==> config.mk <==
export PLATFORM = sky130hd
export DESIGN_NAME = branch_redirect_ctrl
export DESIGN_NICKNAME = d
export VERILOG_FILES = /design/src/rtl/branch_redirect_ctrl_pkg.sv /design/src/rtl/branch_redirect_ctrl_sat_counter.sv /design/src/rtl/branch_redirect_ctrl.sv
export SDC_FILE = /design/constraint.sdc
export NUM_CORES = 1
export LEC_CHECK = 0
export CAP_MARGIN = 25
export CELL_PAD_IN_SITES_DETAIL_PLACEMENT = 0
export CELL_PAD_IN_SITES_GLOBAL_PLACEMENT = 1
export CORE_UTILIZATION = 36
export CTS_CLUSTER_SIZE = 28
export DETAILED_ROUTE_END_ITERATION = 10
export GPL_TIMING_DRIVEN = 0
export PLACE_DENSITY_LB_ADDON = 0.08
export SKIP_LAST_GASP = 1
export SLEW_MARGIN = 0
export SYNTH_ARGS = -nofsm -noshare
export SYNTH_HDL_FRONTEND = slang
export SYNTH_SLANG_ARGS = --single-unit
==> constraint.sdc <==
create_clock -name clk -period 2.53 [get_ports clk]
set_clock_uncertainty 0.1 [all_clocks]
set_input_delay 0.3795 -clock clk [delete_from_list [all_inputs] [get_ports clk]]
set_output_delay 0.3795 -clock clk [all_outputs]
set_load 0.1 [all_outputs]
==> src/rtl/branch_redirect_ctrl_pkg.sv <==
// Shared types and default widths for the branch redirect controller.
package branch_redirect_ctrl_pkg;

  localparam int unsigned DefAddrW = 32;
  localparam int unsigned DefCntW  = 16;

  // IDLE: redirect driven straight from EX; HOLD: replay a captured target while stalled.
  typedef enum logic [0:0] {
    StIdle = 1'b0,
    StHold = 1'b1
  } state_e;

endpackage

==> src/rtl/branch_redirect_ctrl_sat_counter.sv <==
// Saturating up-counter with synchronous clear; clear has priority over increment.
module sat_counter #(
  parameter int unsigned CNT_W = 16
) (
  input  logic             clk,
  input  logic             rst_n,
  input  logic             clr,
  input  logic             inc,
  output logic [CNT_W-1:0] count
);

  logic [CNT_W-1:0] count_d, count_q;

  // Next count: clear, else increment unless already all-ones.
  always_comb begin
    count_d = count_q;
    if (clr) begin
      count_d = '0;
    end else if (inc && (count_q != '1)) begin
      count_d = count_q + CNT_W'(1);
    end
  end

  // Counter state.
  always_ff @(posedge clk or negedge rst_n) begin
    if (!rst_n) begin
      count_q <= '0;
    end else begin
      count_q <= count_d;
    end
  end

  assign count = count_q;

endmodule

==> src/rtl/branch_redirect_ctrl.sv <==
// Branch redirect controller: zero-latency PC redirect and pipeline flush on a taken
// branch in EX, with a hold state that replays the target while the PC is stalled.
// Also counts resolved and taken branches.
// Build option: define BR_DELAY_SLOT_EN to keep flush_idex low (delay-slot instruction
// in ID is allowed to proceed); only flush_ifid asserts on redirect.
module branch_redirect_ctrl
  import branch_redirect_ctrl_pkg::*;
#(
  parameter int unsigned ADDR_W = DefAddrW,
  parameter int unsigned CNT_W  = DefCntW
) (
  input  logic              clk,
  input  logic              rst_n,
  input  logic              ex_valid,
  input  logic              ex_is_branch,
  input  logic              br_sel,
  input  logic [ADDR_W-1:0] br_target,
  input  logic              pc_en,
  input  logic              stat_clr,
  output logic              pc_sel,
  output logic [ADDR_W-1:0] pc_redirect,
  output logic              flush_ifid,
  output logic              flush_idex,
  output logic              redirect_busy,
  output logic [CNT_W-1:0]  br_count,
  output logic [CNT_W-1:0]  taken_count
);

  state_e            state_q, state_d;
  logic [ADDR_W-1:0] hold_q, hold_d;
  logic              resolved, take;
  logic              br_inc, taken_inc;

  assign resolved = ex_valid & ex_is_branch;
  assign take     = resolved & br_sel;

  // Next state, target capture and counter increments. A branch is counted only at the
  // edge where the PC actually advances past it, so stalls never double count.
  always_comb begin
    state_d   = state_q;
    hold_d    = hold_q;
    br_inc    = 1'b0;
    taken_inc = 1'b0;
    unique case (state_q)
      StIdle: begin
        if (take && !pc_en) begin
          state_d = StHold;
          hold_d  = br_target;
        end else if (resolved && pc_en) begin
          br_inc    = 1'b1;
          taken_inc = br_sel;
        end
      end
      StHold: begin
        // EX inputs may be wrong-path or a re-presentation of the held branch: ignored.
        if (pc_en) begin
          state_d   = StIdle;
          br_inc    = 1'b1;
          taken_inc = 1'b1;
        end
      end
    endcase
  end

  // FSM state and held redirect target.
  always_ff @(posedge clk or negedge rst_n) begin
    if (!rst_n) begin
      state_q <= StIdle;
      hold_q  <= '0;
    end else begin
      state_q <= state_d;
      hold_q  <= hold_d;
    end
  end

  // Redirect outputs; IDLE path is combinational for zero-latency redirect, and all
  // redirect controls are forced low while reset is asserted.
  always_comb begin
    pc_sel        = 1'b0;
    pc_redirect   = br_target;
    flush_ifid    = 1'b0;
    redirect_busy = 1'b0;
    if (rst_n) begin
      unique case (state_q)
        StIdle: begin
          pc_sel     = take;
          flush_ifid = take;
        end
        StHold: begin
          pc_sel        = 1'b1;
          pc_redirect   = hold_q;
          flush_ifid    = 1'b1;
          redirect_busy = 1'b1;
        end
      endcase
    end
  end

`ifdef BR_DELAY_SLOT_EN
  assign flush_idex = 1'b0;
`else
  assign flush_idex = flush_ifid;
`endif

  sat_counter #(
    .CNT_W (CNT_W)
  ) u_br_cnt (
    .clk   (clk),
    .rst_n (rst_n),
    .clr   (stat_clr),
    .inc   (br_inc),
    .count (br_count)
  );

  sat_counter #(
    .CNT_W (CNT_W)
  ) u_taken_cnt (
    .clk   (clk),
    .rst_n (rst_n),
    .clr   (stat_clr),
    .inc   (taken_inc),
    .count (taken_count)
  );

endmodule

Word-level counts from Yosys, hierarchy flattened
Index checks and enable logic that the tools add are counted.

Add/subtract/negate cells: 2. Reductions and logical operators: 8. Muxes and demuxes: 20. Equal/unequal tests: 2. Bitwise operators: 3.

Operators by type and width (number): 16-bit two-way mux (4); 32-bit two-way mux (2); 16-bit by 1-bit adder with 16-bit output, second input constant (2); 16-bit inequality test, second input constant (2); 1-bit two-way mux (10); 1-bit one-hot mux with 2 select lines (4); 1-bit logical AND (4); 2-bit nonzero test (2); 1-bit AND (2); 2-bit AND reduction (1); 1-bit zero test (1); 1-bit inverter (1).

Logic and storage cells: 39. Bits in registers: 65.

Logic depth before layout (Yosys ltp)
Gate-level depths: netlist of run 1.

Depth after elaboration: 8. Depth in mapped cells: 6.

By module
A second synthesis of run 1 with hierarchy kept.

Cell total of the unflattened synthesis: 311. Area total of the unflattened synthesis: 3676.0 um^2.

By module, submodules not included: sat_counter (area an instance 942.2 um^2, sequential area each 400.4 um^2, times used 2, cells each 98); branch_redirect_ctrl (area an instance 1791.7 um^2, sequential area each 825.8 um^2, times used 1, cells each 115).

Worst setup path after synthesis of run 1
Ideal clock, no wire load.

Kind: input to output. Start: in br_sel. End: out flush_ifid. Arrival: 2.466 ns. Required time: 2.051 ns. Stages on the path: 3. Buffers on the path: 1. Slack: -0.415 ns. Path through: a31oi_1 > nor2b_1 > buf_4.

Cells in the longest elaborated chain, start to end: 3.

RTL lines: start, declared (line branch_redirect_ctrl.sv:16) `input logic br_sel,`; 1-bit AND (line branch_redirect_ctrl.sv:35) `assign take = resolved & br_sel;`; 1-bit one-hot mux with 2 select lines (line branch_redirect_ctrl.sv:84) `unique case (state_q)`; 1-bit two-way mux (line branch_redirect_ctrl.sv:83) `if (rst_n) begin`; end, declared (line branch_redirect_ctrl.sv:22) `output logic flush_ifid,`.

Every way passes these cells.

Worst setup path after layout of run 1
Start: reg u_taken_cnt.count_q[10], in the netlist u_taken_cnt.count[10]. End: out taken_count[10].

RTL lines: start, declared (line branch_redirect_ctrl_sat_counter.sv:12) `logic [CNT_W-1:0] count_d, count_q;`; start signal, assigned (line branch_redirect_ctrl_sat_counter.sv:29) `count_q <= count_d;`; end, declared (line branch_redirect_ctrl.sv:26) `output logic [CNT_W-1:0] taken_count`.

No word-level cell between the ends.

==> summary.log, run 1 <==
INFO  status         outcome=finished clean
INFO  logic_synthesis per_instance_average_area_after_synthesis=11.6um2
INFO  cells_and_area layout_common_cells=sky130_fd_sc_hd__clkdlybuf4s50_1 (69), sky130_fd_sc_hd__mux2_2 (65), sky130_fd_sc_hd__dfrtp_1 (63)
INFO  routing        drt.antenna.violating_nets=0
INFO  global_routing grt_use_total=17.3%
INFO  timing         layout_worst_path_cycle_share=97.4%
INFO  critical_path  worst-r2r-cell-count=6
INFO  placed_design  routabilityCongestion=0.767
INFO  critical_path  cp-endpoint=taken_count[10]
INFO  cells_and_area final_common_cell=sky130_fd_sc_hd__clkdlybuf4s50_1
INFO  placed_design  detailed_place_hpwl=5660um
INFO  timing         timing.final.setup_violations=0
INFO  placed_design  port_buffers=106
INFO  timing         maxSlewViolCount=0
INFO  critical_path  setup.worst_path.start_class=flip-flop
INFO  power_and_ir_drop seq_power_share=42.1%
INFO  timing         holdWs=402ps
INFO  critical_path  cp.required=2050ps
INFO  logic_synthesis post_synth_edffs=0
INFO  timing         slew_headroom=34.3%
INFO  power_and_ir_drop static-leakage-power=1.99nW
INFO  timing         hold_violations=0
INFO  logic_synthesis synth_sequential_area_ratio=47.8%
INFO  logic_synthesis synth_fp_nets=335
INFO  power_and_ir_drop total_power=2.87mW
INFO  clocking       cts.root.buffer_cell=sky130_fd_sc_hd__clkbuf_8
INFO  critical_path  crit_path_start=u_taken_cnt.count[10]$_DFFE_PN0P_
INFO  power_and_ir_drop power.switching=0.884mW
INFO  critical_path  critical-path-top-delay-family=buffers and inverters
INFO  global_routing grt_pass1_vias=2681
INFO  critical_path  rrSetupSlack=410ps
INFO  clocking       ctsLongestPathBuffers=2
INFO  critical_path  worst_setup_path_end_kind=output port
INFO  critical_path  setup.worst_path.class=flip-flop to output port
INFO  timing         achievable-frequency=0.406GHz
INFO  global_routing grt_pass1_wl=13300um
INFO  power_and_ir_drop power_frac_comb=22.9%
INFO  routing        vias_per_cell=5.08
INFO  power_and_ir_drop powerDensity=602nW/um2
INFO  clocking       cts-buffers-inserted=9
INFO  critical_path  path_cells=clkdlybuf4s50_1
INFO  die            initial_core_util=37.0%
INFO  die            die_w=99.3um
INFO  logic_synthesis synth-warning-count=0
INFO  global_routing maximum_number_of_pins_on_one_net_before_global_route_repair=66
INFO  routing        remaining_drc_errors=0
INFO  cells_and_area multiInputGateArea=1690um2
INFO  cells_and_area drive_gt1_share=34.7%
INFO  timing         finalWorstPathRequiredPeriod=2460ps
INFO  routing        wl_per_cell=15.5um
INFO  cells_and_area relative_area_change_from_synthesis_to_final_layout=40.0%
INFO  run            max_cap_violations=0
INFO  cells_and_area fin_nets=454
INFO  die            floorplan.rows=35
INFO  worst_hold_path timing.hold.worst.class=flip-flop to flip-flop
INFO  worst_hold_path hp-start=hold_q[5]$_DFFE_PN0P_
INFO  routing        detailedRoute.firstIterationViolations=68
INFO  critical_path  critical_path.max_stage_delay=1180ps
INFO  logic_synthesis synth_async_sr_flop_share=100%
INFO  global_routing grt_total_ovfl=0
INFO  power_and_ir_drop power.clock.fraction=34.9%
INFO  routing        via_total_after_detailed_routing=2689
INFO  clocking       clk_latency=340ps
INFO  die            io_pins=107
INFO  die            floorplan.core_area=9200um2
INFO  clocking       numClockSinks=65
INFO  logic_synthesis dominantRegCellSynth=sky130_fd_sc_hd__dfrtp_1
INFO  critical_path  worst_path_max_delay_cell=sky130_fd_sc_hd__clkdlybuf4s50_1
INFO  die            die_h=99.3um
INFO  critical_path  worst_ep_arrival_time=1980ps
INFO  cells_and_area fill_cells=874
INFO  die            dieArea=9850um2
INFO  clocking       tritoncts=yes
INFO  power_and_ir_drop switching_part_of_the_total=30.8%
INFO  logic_synthesis ys_ff_latch=65
INFO  logic_synthesis yosys.cell_types.count=41
INFO  power_and_ir_drop power.ir.vdd_worst=349uV
INFO  timing         rsz_0062_raised_after_global_routing=no
INFO  critical_path  critical_path.reg2reg.startpoint=u_taken_cnt.count[0]$_DFFE_PN0P_
INFO  clocking       worst_setup_hold_path_clk_slew=70ps
INFO  clocking       htreeDepth=3
INFO  logic_synthesis synth_area=3410um2
INFO  critical_path  worst-path-max-fanout=6
INFO  global_routing number_of_antenna_violations_at_the_first_check_in_global_routing=0
INFO  power_and_ir_drop power.internal=1.99mW
INFO  routing        wirelength=8220um
INFO  critical_path  cp_num_cells=1
INFO  critical_path  worstPathBufferInverterCount=1
INFO  cells_and_area diodes=0
INFO  routing        drt-pass1-iter-count=4
INFO  critical_path  rr_endpoint=u_taken_cnt.count[8]$_DFFE_PN0P_
INFO  timing         timing_worst_slew_pin_value=983ps
INFO  logic_synthesis synth_cells=294
INFO  worst_hold_path worstHoldPathCells=1
INFO  cells_and_area register_area=1630um2
==> logic make-up after synthesis <==
family                     synth area share [%]
DFF                                        47.8
xor gates and xnor gates                   5.91
adders and majority gates                 0.735
buffers and inverters                      2.90
and+or+nand+nor                            15.7
muxes                                      22.1
AOI/OAI and AO/OA                          4.89
==> final cells by class <==
class | instances | share of cell area [%]
Sequential cell | 65 | 34.2
Clock inverter | 5 | 1.63
Tap cell | 111 | 2.91
Timing Repair Buffer | 108 | 20.4
Inverter | 4 | 0.315
Buffer | 14 | 1.99
Multi-Input combinational cell | 211 | 35.4
Clock buffer | 11 | 3.18
==> power by group through the flow <==
stage	logic [mW]	registers [mW]	clock network (mW)
after floorplan	0.501	1.24	0
after global placement	0.678	1.22	0
after detailed placement	0.687	1.23	0
after CTS	0.667	1.21	1.04
after global routing	0.691	1.23	1.08
final	0.659	1.21	1.00
==> repair_timing <==
item	CTS	global route
setup endpoints to repair	36	27
buffers inserted	0	0
hold buffers	2	0
pin swaps	0	0
gates cloned	0	0
resized for setup	172	4
endpoints found under the hold margin	65	0
==> cell usage after synthesis (2+ instances only) <==
cell type                  count  area [um2]
sky130_fd_sc_hd__xor2_1        7        61.3
sky130_fd_sc_hd__buf_4         2        15.0
sky130_fd_sc_hd__mux2_2       65         732
sky130_fd_sc_hd__dfrtp_1      65        1630
sky130_fd_sc_hd__nand4_1      10        62.6
sky130_fd_sc_hd__mux2i_1       2        20.0
sky130_fd_sc_hd__nand2b_1      2        12.5
sky130_fd_sc_hd__nor2_1       32         120
sky130_fd_sc_hd__nor3_1        4        20.0
sky130_fd_sc_hd__xnor2_1      16         140
sky130_fd_sc_hd__a31oi_1       3        18.8
sky130_fd_sc_hd__ha_1          2        25.0
sky130_fd_sc_hd__o21ai_0       2        10.0
sky130_fd_sc_hd__nor2b_1       4        25.0
sky130_fd_sc_hd__nand2_1       8        30.0
sky130_fd_sc_hd__buf_6         2        22.5
sky130_fd_sc_hd__and3_4        2        22.5
sky130_fd_sc_hd__or3_1         3        18.8
sky130_fd_sc_hd__buf_2         3        15.0
sky130_fd_sc_hd__buf_1         3        11.3
sky130_fd_sc_hd__clkbuf_1      3        11.3
sky130_fd_sc_hd__a21oi_1       4        20.0
sky130_fd_sc_hd__and4_1        2        17.5
sky130_fd_sc_hd__nand3_1      12        60.1
sky130_fd_sc_hd__and4_4        3        33.8
sky130_fd_sc_hd__inv_1         4        15.0
sky130_fd_sc_hd__nor4_1        2        12.5
sky130_fd_sc_hd__a211oi_1      9        67.6
sky130_fd_sc_hd__and3_1        5        31.3
sky130_fd_sc_hd__a21o_1        2        15.0
==> metal layers <==
| layer | GRT usage (%) | share of wire (%) |
|---|---|---|
| met4 | 6.00 | 1.1 |
| met1 | 22.2 | 46 |
| met2 | 27.5 | 48 |
| met3 | 5.69 | 5.3 |
| met5 | 0 | 0 |
==> state kept, by name, indices dropped and copies added (netlist names) <==
signal             cells
u_br_cnt.count        16
hold_q                32
u_taken_cnt.count     16
state_q                1
==> per-stage QoR <==
stage          utilization, %  setup TNS [ps]  setup slack, ps  instances  instance area, um2
5_1_grt                  51.9               0             2.60        529                4770
3_3_place_gp             50.1         -228880            -3820        511                4610
3_5_place_dp             50.1          -42000            -1290        511                4610
6_report                 51.9               0             66.5        529                4770
2_1_floorplan               -               0             28.0        294                3410
4_1_cts                  51.8            -108             -108        529                4770
==> how the worst min path moves through the flow <==
stage | end | slack [ps]
after floorplan | hold_q[0]$_DFFE_PN0P_ | -20
after global placement | hold_q[26]$_DFFE_PN0P_ | 380
after detailed placement | hold_q[5]$_DFFE_PN0P_ | 390
after CTS | hold_q[5]$_DFFE_PN0P_ | 410
after global routing | hold_q[9]$_DFFE_PN0P_ | 420
final | hold_q[5]$_DFFE_PN0P_ | 400
Note: power is estimated with default switching activity, not from simulation.
==> run 2: changes to the inputs <==
--- a/config.mk
+++ b/config.mk
@@ -8,7 +8,7 @@
 export CAP_MARGIN = 25
 export CELL_PAD_IN_SITES_DETAIL_PLACEMENT = 0
 export CELL_PAD_IN_SITES_GLOBAL_PLACEMENT = 1
-export CORE_UTILIZATION = 36
+export CORE_UTILIZATION = 39
 export CTS_CLUSTER_SIZE = 28
 export DETAILED_ROUTE_END_ITERATION = 10
 export GPL_TIMING_DRIVEN = 0
==> constraint.sdc (replaced) <==
create_clock -name clk -period 2.85 [get_ports clk]
set_clock_uncertainty 0.1 [all_clocks]
set_input_delay 0.4275 -clock clk [delete_from_list [all_inputs] [get_ports clk]]
set_output_delay 0.4275 -clock clk [all_outputs]
set_load 0.1 [all_outputs]
==> summary.log, run 2 (synthesis results as in run 1) <==
INFO  critical_path  cp.required=2320ps
INFO  critical_path  setup.worst_path.start_class=input pin
INFO  cells_and_area final_common_cell=sky130_fd_sc_hd__clkdlybuf4s50_1
INFO  routing        wl_per_cell=15.5um
INFO  placed_design  place_area=4600um2
INFO  routing        detailedRoute.firstIterationViolations=26
INFO  power_and_ir_drop power.clock.fraction=29.3%
INFO  placed_design  placedCellCount=505
INFO  cells_and_area multiInputGateArea=1680um2
INFO  cells_and_area diodes=0
INFO  placed_design  detailed_place_hpwl=5600um
INFO  global_routing grt_pass1_wl=13100um
INFO  routing        vias_per_cell=5.08
INFO  power_and_ir_drop power.switching=0.808mW
INFO  clocking       htreeDepth=3
INFO  timing         finalSetupTns=0ps
INFO  clocking       numClockSinks=65
INFO  run            max_cap_violations=0
INFO  clocking       post_cts_setup_inserts=0
INFO  clocking       cts-buffers-inserted=9
INFO  cells_and_area drive_gt1_share=33.3%
INFO  global_routing grt_pass1_vias=2680
INFO  power_and_ir_drop seq_power_share=45.4%
INFO  die            io_pins=107
INFO  critical_path  critical_path.reg2reg.startpoint=u_taken_cnt.count[0]$_DFFE_PN0P_
INFO  power_and_ir_drop power.ir.vdd_worst=226uV
INFO  cells_and_area regMostFlops=hold_q
INFO  cells_and_area fin_nets=454
INFO  timing         hold_violations=0
INFO  global_routing maximum_number_of_pins_on_one_net_before_global_route_repair=66
INFO  placed_design  port_buffers=106
INFO  routing        drt-pass1-iter-count=4
INFO  worst_hold_path hp-start=hold_q[13]$_DFFE_PN0P_
INFO  clocking       cts.root.buffer_cell=sky130_fd_sc_hd__clkbuf_8
INFO  clocking       clk_latency=340ps
INFO  timing         finalWorstPathRequiredPeriod=2660ps
INFO  global_routing number_of_antenna_violations_at_the_first_check_in_global_routing=0
INFO  routing        via_total_after_detailed_routing=2659
INFO  critical_path  worst_setup_path_end_kind=output port
INFO  die            die_w=95.5um
INFO  power_and_ir_drop power_frac_comb=25.3%
INFO  placed_design  routabilityCongestion=0.821
INFO  cells_and_area stdcell_count=523
INFO  clocking       tritoncts=yes
INFO  cells_and_area fill_cells=720
INFO  routing        drt.antenna.violating_nets=0
INFO  critical_path  setup.worst_path.class=input pin to output port
INFO  timing         slew_headroom=33.2%
INFO  timing         achievable-frequency=0.376GHz
INFO  worst_hold_path timing.hold.worst.class=flip-flop to flip-flop
INFO  status         outcome=finished clean
INFO  power_and_ir_drop total_power=2.36mW
INFO  routing        wirelength=8120um
INFO  power_and_ir_drop static-leakage-power=1.98nW
INFO  die            initial_core_util=40.8%
INFO  cells_and_area layout_common_cells=sky130_fd_sc_hd__clkdlybuf4s50_1 (69), sky130_fd_sc_hd__mux2_2 (65), sky130_fd_sc_hd__dfrtp_1 (65)
INFO  critical_path  crit_path_start=ex_valid
INFO  clocking       ctsLongestPathBuffers=2
INFO  critical_path  rrSetupSlack=720ps
INFO  global_routing grt_total_ovfl=0
INFO  timing         rsz_0062_raised_after_global_routing=no
INFO  cells_and_area max_ffs_per_register=32
INFO  timing         timing.final.setup_violations=0
INFO  die            die_h=95.5um
INFO  die            floorplan.core_area=8340um2
INFO  clocking       worst_setup_hold_path_clk_slew=70ps
INFO  timing         timing_worst_slew_pin_value=999ps
INFO  cells_and_area relative_area_change_from_synthesis_to_final_layout=41.6%
INFO  critical_path  worst-path-max-fanout=4
INFO  routing        remaining_drc_errors=0
INFO  cells_and_area register_area=1630um2
INFO  power_and_ir_drop power.internal=1.55mW
INFO  timing         layout_worst_path_cycle_share=93.2%
INFO  global_routing grt_use_total=18.9%
INFO  timing         maxSlewViolCount=0
INFO  die            dieArea=9110um2
INFO  critical_path  worst_ep_arrival_time=2130ps
INFO  power_and_ir_drop switching_part_of_the_total=34.3%
INFO  cells_and_area stdcell_area=4820um2
INFO  die            floorplan.rows=33
INFO  power_and_ir_drop powerDensity=489nW/um2
run 2: changes by cell type in the layout (fill, tap and decap cells not counted), sizes merged:
cell and delta:
buf -22, clkdlybuf4s15 +18, clkbuf -3, clkinv +3, dlygate4sd2 +3, bufinv -2
clkdlybuf4s18 +2, clkinvlp +1
run 2: final timing paths:
kind | endpoint | cells after the start
worst max register to register | u_taken_cnt.count[8]$_DFFE_PN0P_ | 6
max in group asynchronous | u_br_cnt.count[2]$_DFFE_PN0P_ | 3
worst min-delay path | hold_q[13]$_DFFE_PN0P_ | 1
worst min register to register | hold_q[13]$_DFFE_PN0P_ | 1
min in group asynchronous | hold_q[25]$_DFFE_PN0P_ | 3
worst max-delay path | pc_sel | 5
run 2: final cells by class:
type,instances,area share (%)
flip-flops and latches,65,33.7
repair buffers,108,22.9
inverters,4,0.311
plain buffers,14,1.82
clock buffers,9,2.57
well taps,105,2.73
clock inverters,7,0.986
multi-input cells,211,34.9
run 2: through the flow:
stage	utilization [%]	hold WS (ps)	setup slack, ps
2_1_floorplan	-	31.9	200
3_3_place_gp	55.2	382	-3530
3_5_place_dp	55.1	389	-1030
4_1_cts	57.8	408	14.8
5_1_grt	57.8	416	107
6_report	57.8	404	194
run 2: routing by layer:
metal	up-vias	global-route usage (%)	part of all wire [%]
met5	-	0	0
met4	0	6.09	1.1
met3	7	4.07	5.6
met2	66	32.0	48
met1	1291	23.9	46
li1	1295	-	-
run 2: what timing repair did:
action,4_1_cts,5_1_grt
endpoints found under the setup margin,36,10
hold buffers,2,0
gates resized for setup,117,3
endpoints found under the hold margin,65,0
run 2: power by group through the flow:
stage	Sequential [mW]	Clock, mW	Combinational (mW)
after floorplan	1.10	0	0.444
after global placement	1.08	0	0.603
after detailed placement	1.09	0	0.608
after CTS	1.07	0.717	0.604
after global routing	1.09	0.755	0.632
final	1.07	0.691	0.598
run 2: worst max-delay path, stage by stage:
cell and delay, ps:
sky130_fd_sc_hd__clkdlybuf4s50_1 440, sky130_fd_sc_hd__a31oi_1 520, sky130_fd_sc_hd__nor2b_2 120, sky130_fd_sc_hd__buf_4 160, sky130_fd_sc_hd__clkdlybuf4s15_2 450
==> run 3: changes to the inputs <==
--- a/config.mk
+++ b/config.mk
@@ -11,6 +11,7 @@
 export CORE_UTILIZATION = 39
 export CTS_CLUSTER_SIZE = 28
 export DETAILED_ROUTE_END_ITERATION = 10
+export GPL_ROUTABILITY_DRIVEN = 1
 export GPL_TIMING_DRIVEN = 0
 export PLACE_DENSITY_LB_ADDON = 0.08
 export SKIP_LAST_GASP = 1
@@ -18,3 +19,4 @@
 export SYNTH_ARGS = -nofsm -noshare
 export SYNTH_HDL_FRONTEND = slang
 export SYNTH_SLANG_ARGS = --single-unit
+export TNS_END_PERCENT = 50
==> summary.log, run 3 (synthesis results as in run 1) <==
INFO  status         outcome=finished clean
INFO  die            floorplan.rows=33
INFO  routing        wl_per_cell=15.5um
INFO  die            floorplan.core_area=8340um2
INFO  timing         maxSlewViolCount=0
INFO  clocking       cts-buffers-inserted=9
INFO  timing         timing.final.setup_violations=0
INFO  cells_and_area regMostFlops=hold_q
INFO  critical_path  worst_ep_arrival_time=2270ps
INFO  run            max_cap_violations=0
INFO  cells_and_area diodes=0
INFO  cells_and_area relative_area_change_from_synthesis_to_final_layout=41.3%
INFO  clocking       clk_latency=340ps
INFO  clocking       ctsLongestPathBuffers=2
INFO  power_and_ir_drop powerDensity=490nW/um2
INFO  routing        wirelength=8130um
INFO  cells_and_area drive_gt1_share=33.0%
INFO  timing         achievable-frequency=0.358GHz
INFO  placed_design  routabilityCongestion=0.821
INFO  placed_design  detailed_place_hpwl=5600um
INFO  die            dieArea=9110um2
INFO  timing         rsz_0062_raised_after_global_routing=yes
INFO  global_routing grt_use_total=18.9%
INFO  critical_path  cp.required=2320ps
INFO  die            die_h=95.5um
INFO  routing        drt.antenna.violating_nets=0
INFO  cells_and_area max_ffs_per_register=32
INFO  power_and_ir_drop static-leakage-power=1.98nW
INFO  cells_and_area fin_nets=454
INFO  global_routing grt_total_ovfl=0
INFO  clocking       cts.root.buffer_cell=sky130_fd_sc_hd__clkbuf_8
INFO  critical_path  worst_setup_path_end_kind=output port
INFO  cells_and_area register_area=1630um2
INFO  critical_path  critical_path.max_stage_delay=870ps
INFO  critical_path  path_cells=clkdlybuf4s50_1, a31oi_1, nor2b_2, dlygate4sd2_1
INFO  cells_and_area fill_cells=720
INFO  global_routing grt_pass1_wl=13100um
INFO  timing         post-route-worst-setup-slack=55.2ps
INFO  critical_path  worst-path-max-fanout=4
INFO  global_routing maximum_number_of_pins_on_one_net_before_global_route_repair=66
INFO  routing        remaining_drc_errors=0
INFO  die            initial_core_util=40.8%
INFO  routing        detailedRoute.firstIterationViolations=30
INFO  timing         finalSetupTns=0ps
INFO  clocking       htreeDepth=3
INFO  worst_hold_path timing.hold.worst.class=flip-flop to flip-flop
INFO  critical_path  worstPathBufferInverterCount=2
INFO  placed_design  port_buffers=106
INFO  timing         slew_headroom=33.2%
INFO  critical_path  setup.worst_path.class=input pin to output port
INFO  clocking       tritoncts=yes
INFO  critical_path  setup.worst_path.start_class=input pin
INFO  cells_and_area multiInputGateArea=1680um2
INFO  clocking       post_cts_setup_inserts=0
INFO  routing        vias_per_cell=5.08
INFO  die            die_w=95.5um
INFO  critical_path  critical-path-top-delay-family=buffers and inverters
INFO  global_routing number_of_antenna_violations_at_the_first_check_in_global_routing=0
INFO  timing         hold_violations=0
INFO  timing         finalWorstPathRequiredPeriod=2790ps
INFO  clocking       worst_setup_hold_path_clk_slew=70ps
INFO  critical_path  worst_path_max_delay_cell=sky130_fd_sc_hd__dlygate4sd2_1
INFO  global_routing grt_pass1_vias=2682
INFO  timing         timing_worst_slew_pin_value=999ps
INFO  power_and_ir_drop power.ir.vdd_worst=226uV
INFO  placed_design  pre_cts_worst_setup_slack=-1030ps
INFO  cells_and_area layout_common_cells=sky130_fd_sc_hd__clkdlybuf4s50_1 (69), sky130_fd_sc_hd__mux2_2 (65), sky130_fd_sc_hd__dfrtp_1 (65)
INFO  routing        drt-pass1-iter-count=4
INFO  routing        via_total_after_detailed_routing=2659
INFO  cells_and_area final_common_cell=sky130_fd_sc_hd__clkdlybuf4s50_1
INFO  die            io_pins=107
INFO  timing         layout_worst_path_cycle_share=98.1%
INFO  clocking       numClockSinks=65
run 3: area by class of cell:
| cell class | instances | share of cell area (%) |
|---|---|---|
| Clock buffer | 9 | 2.57 |
| Clock inverter | 7 | 0.988 |
| Multi-Input combinational cell | 211 | 35.0 |
| Sequential cell | 65 | 33.8 |
| Tap cell | 105 | 2.73 |
| Buffer | 14 | 1.82 |
| Inverter | 4 | 0.312 |
| Timing Repair Buffer | 108 | 22.8 |
run 3: final timing paths:
path | start | end | slack [ps] | cells past startpoint
hold reg to reg | hold_q[13]$_DFFE_PN0P_ | hold_q[13]$_DFFE_PN0P_ | 400 | 1
min in group asynchronous | rst_n | hold_q[25]$_DFFE_PN0P_ | 640 | 3
setup reg to reg | u_taken_cnt.count[0]$_DFFE_PN0P_ | u_taken_cnt.count[8]$_DFFE_PN0P_ | 720 | 6
setup / recovery | ex_is_branch | flush_idex | 60 | 4
hold / removal | hold_q[13]$_DFFE_PN0P_ | hold_q[13]$_DFFE_PN0P_ | 400 | 1
max in group asynchronous | rst_n | u_br_cnt.count[2]$_DFFE_PN0P_ | 1720 | 3
run 3: power by group:
| part | internal [mW] | leakage, nW | total, mW | switching (mW) |
|---|---|---|---|---|
| registers | 1.02 | 0.844 | 1.07 | 0.0463 |
| logic | 0.212 | 1.05 | 0.597 | 0.385 |
| clock network | 0.313 | 0.0850 | 0.691 | 0.377 |
| total | 1.55 | 1.98 | 2.36 | 0.808 |
run 3: stage by stage:
step | hold slack, ps | util, % | cells | instance area, um2 | power (mW)
2_1_floorplan | 31.9 | - | 294 | 3410 | 1.54
3_3_place_gp | 382 | 55.2 | 505 | 4600 | 1.69
3_5_place_dp | 389 | 55.1 | 505 | 4600 | 1.70
4_1_cts | 408 | 57.8 | 523 | 4820 | 2.39
5_1_grt | 416 | 57.7 | 523 | 4810 | 2.47
6_report | 404 | 57.7 | 523 | 4810 | 2.36
run 3: what timing repair did:
| item | 4_1_cts | 5_1_grt |
|---|---|---|
| gates resized for setup | 113 | 5 |
| gates cloned | 0 | 0 |
| setup endpoints to repair | 36 | 12 |
| hold buffers | 2 | 0 |
| endpoints found under the hold margin | 65 | 0 |
run 3: per-layer routing:
metal	vias to the layer above	wire length [um]	global-route usage (%)
met5	-	0	0
met4	0	89	6.09
met1	1291	3710	23.9
met3	7	451	4.07
met2	66	3870	32.0
li1	1295	-	-
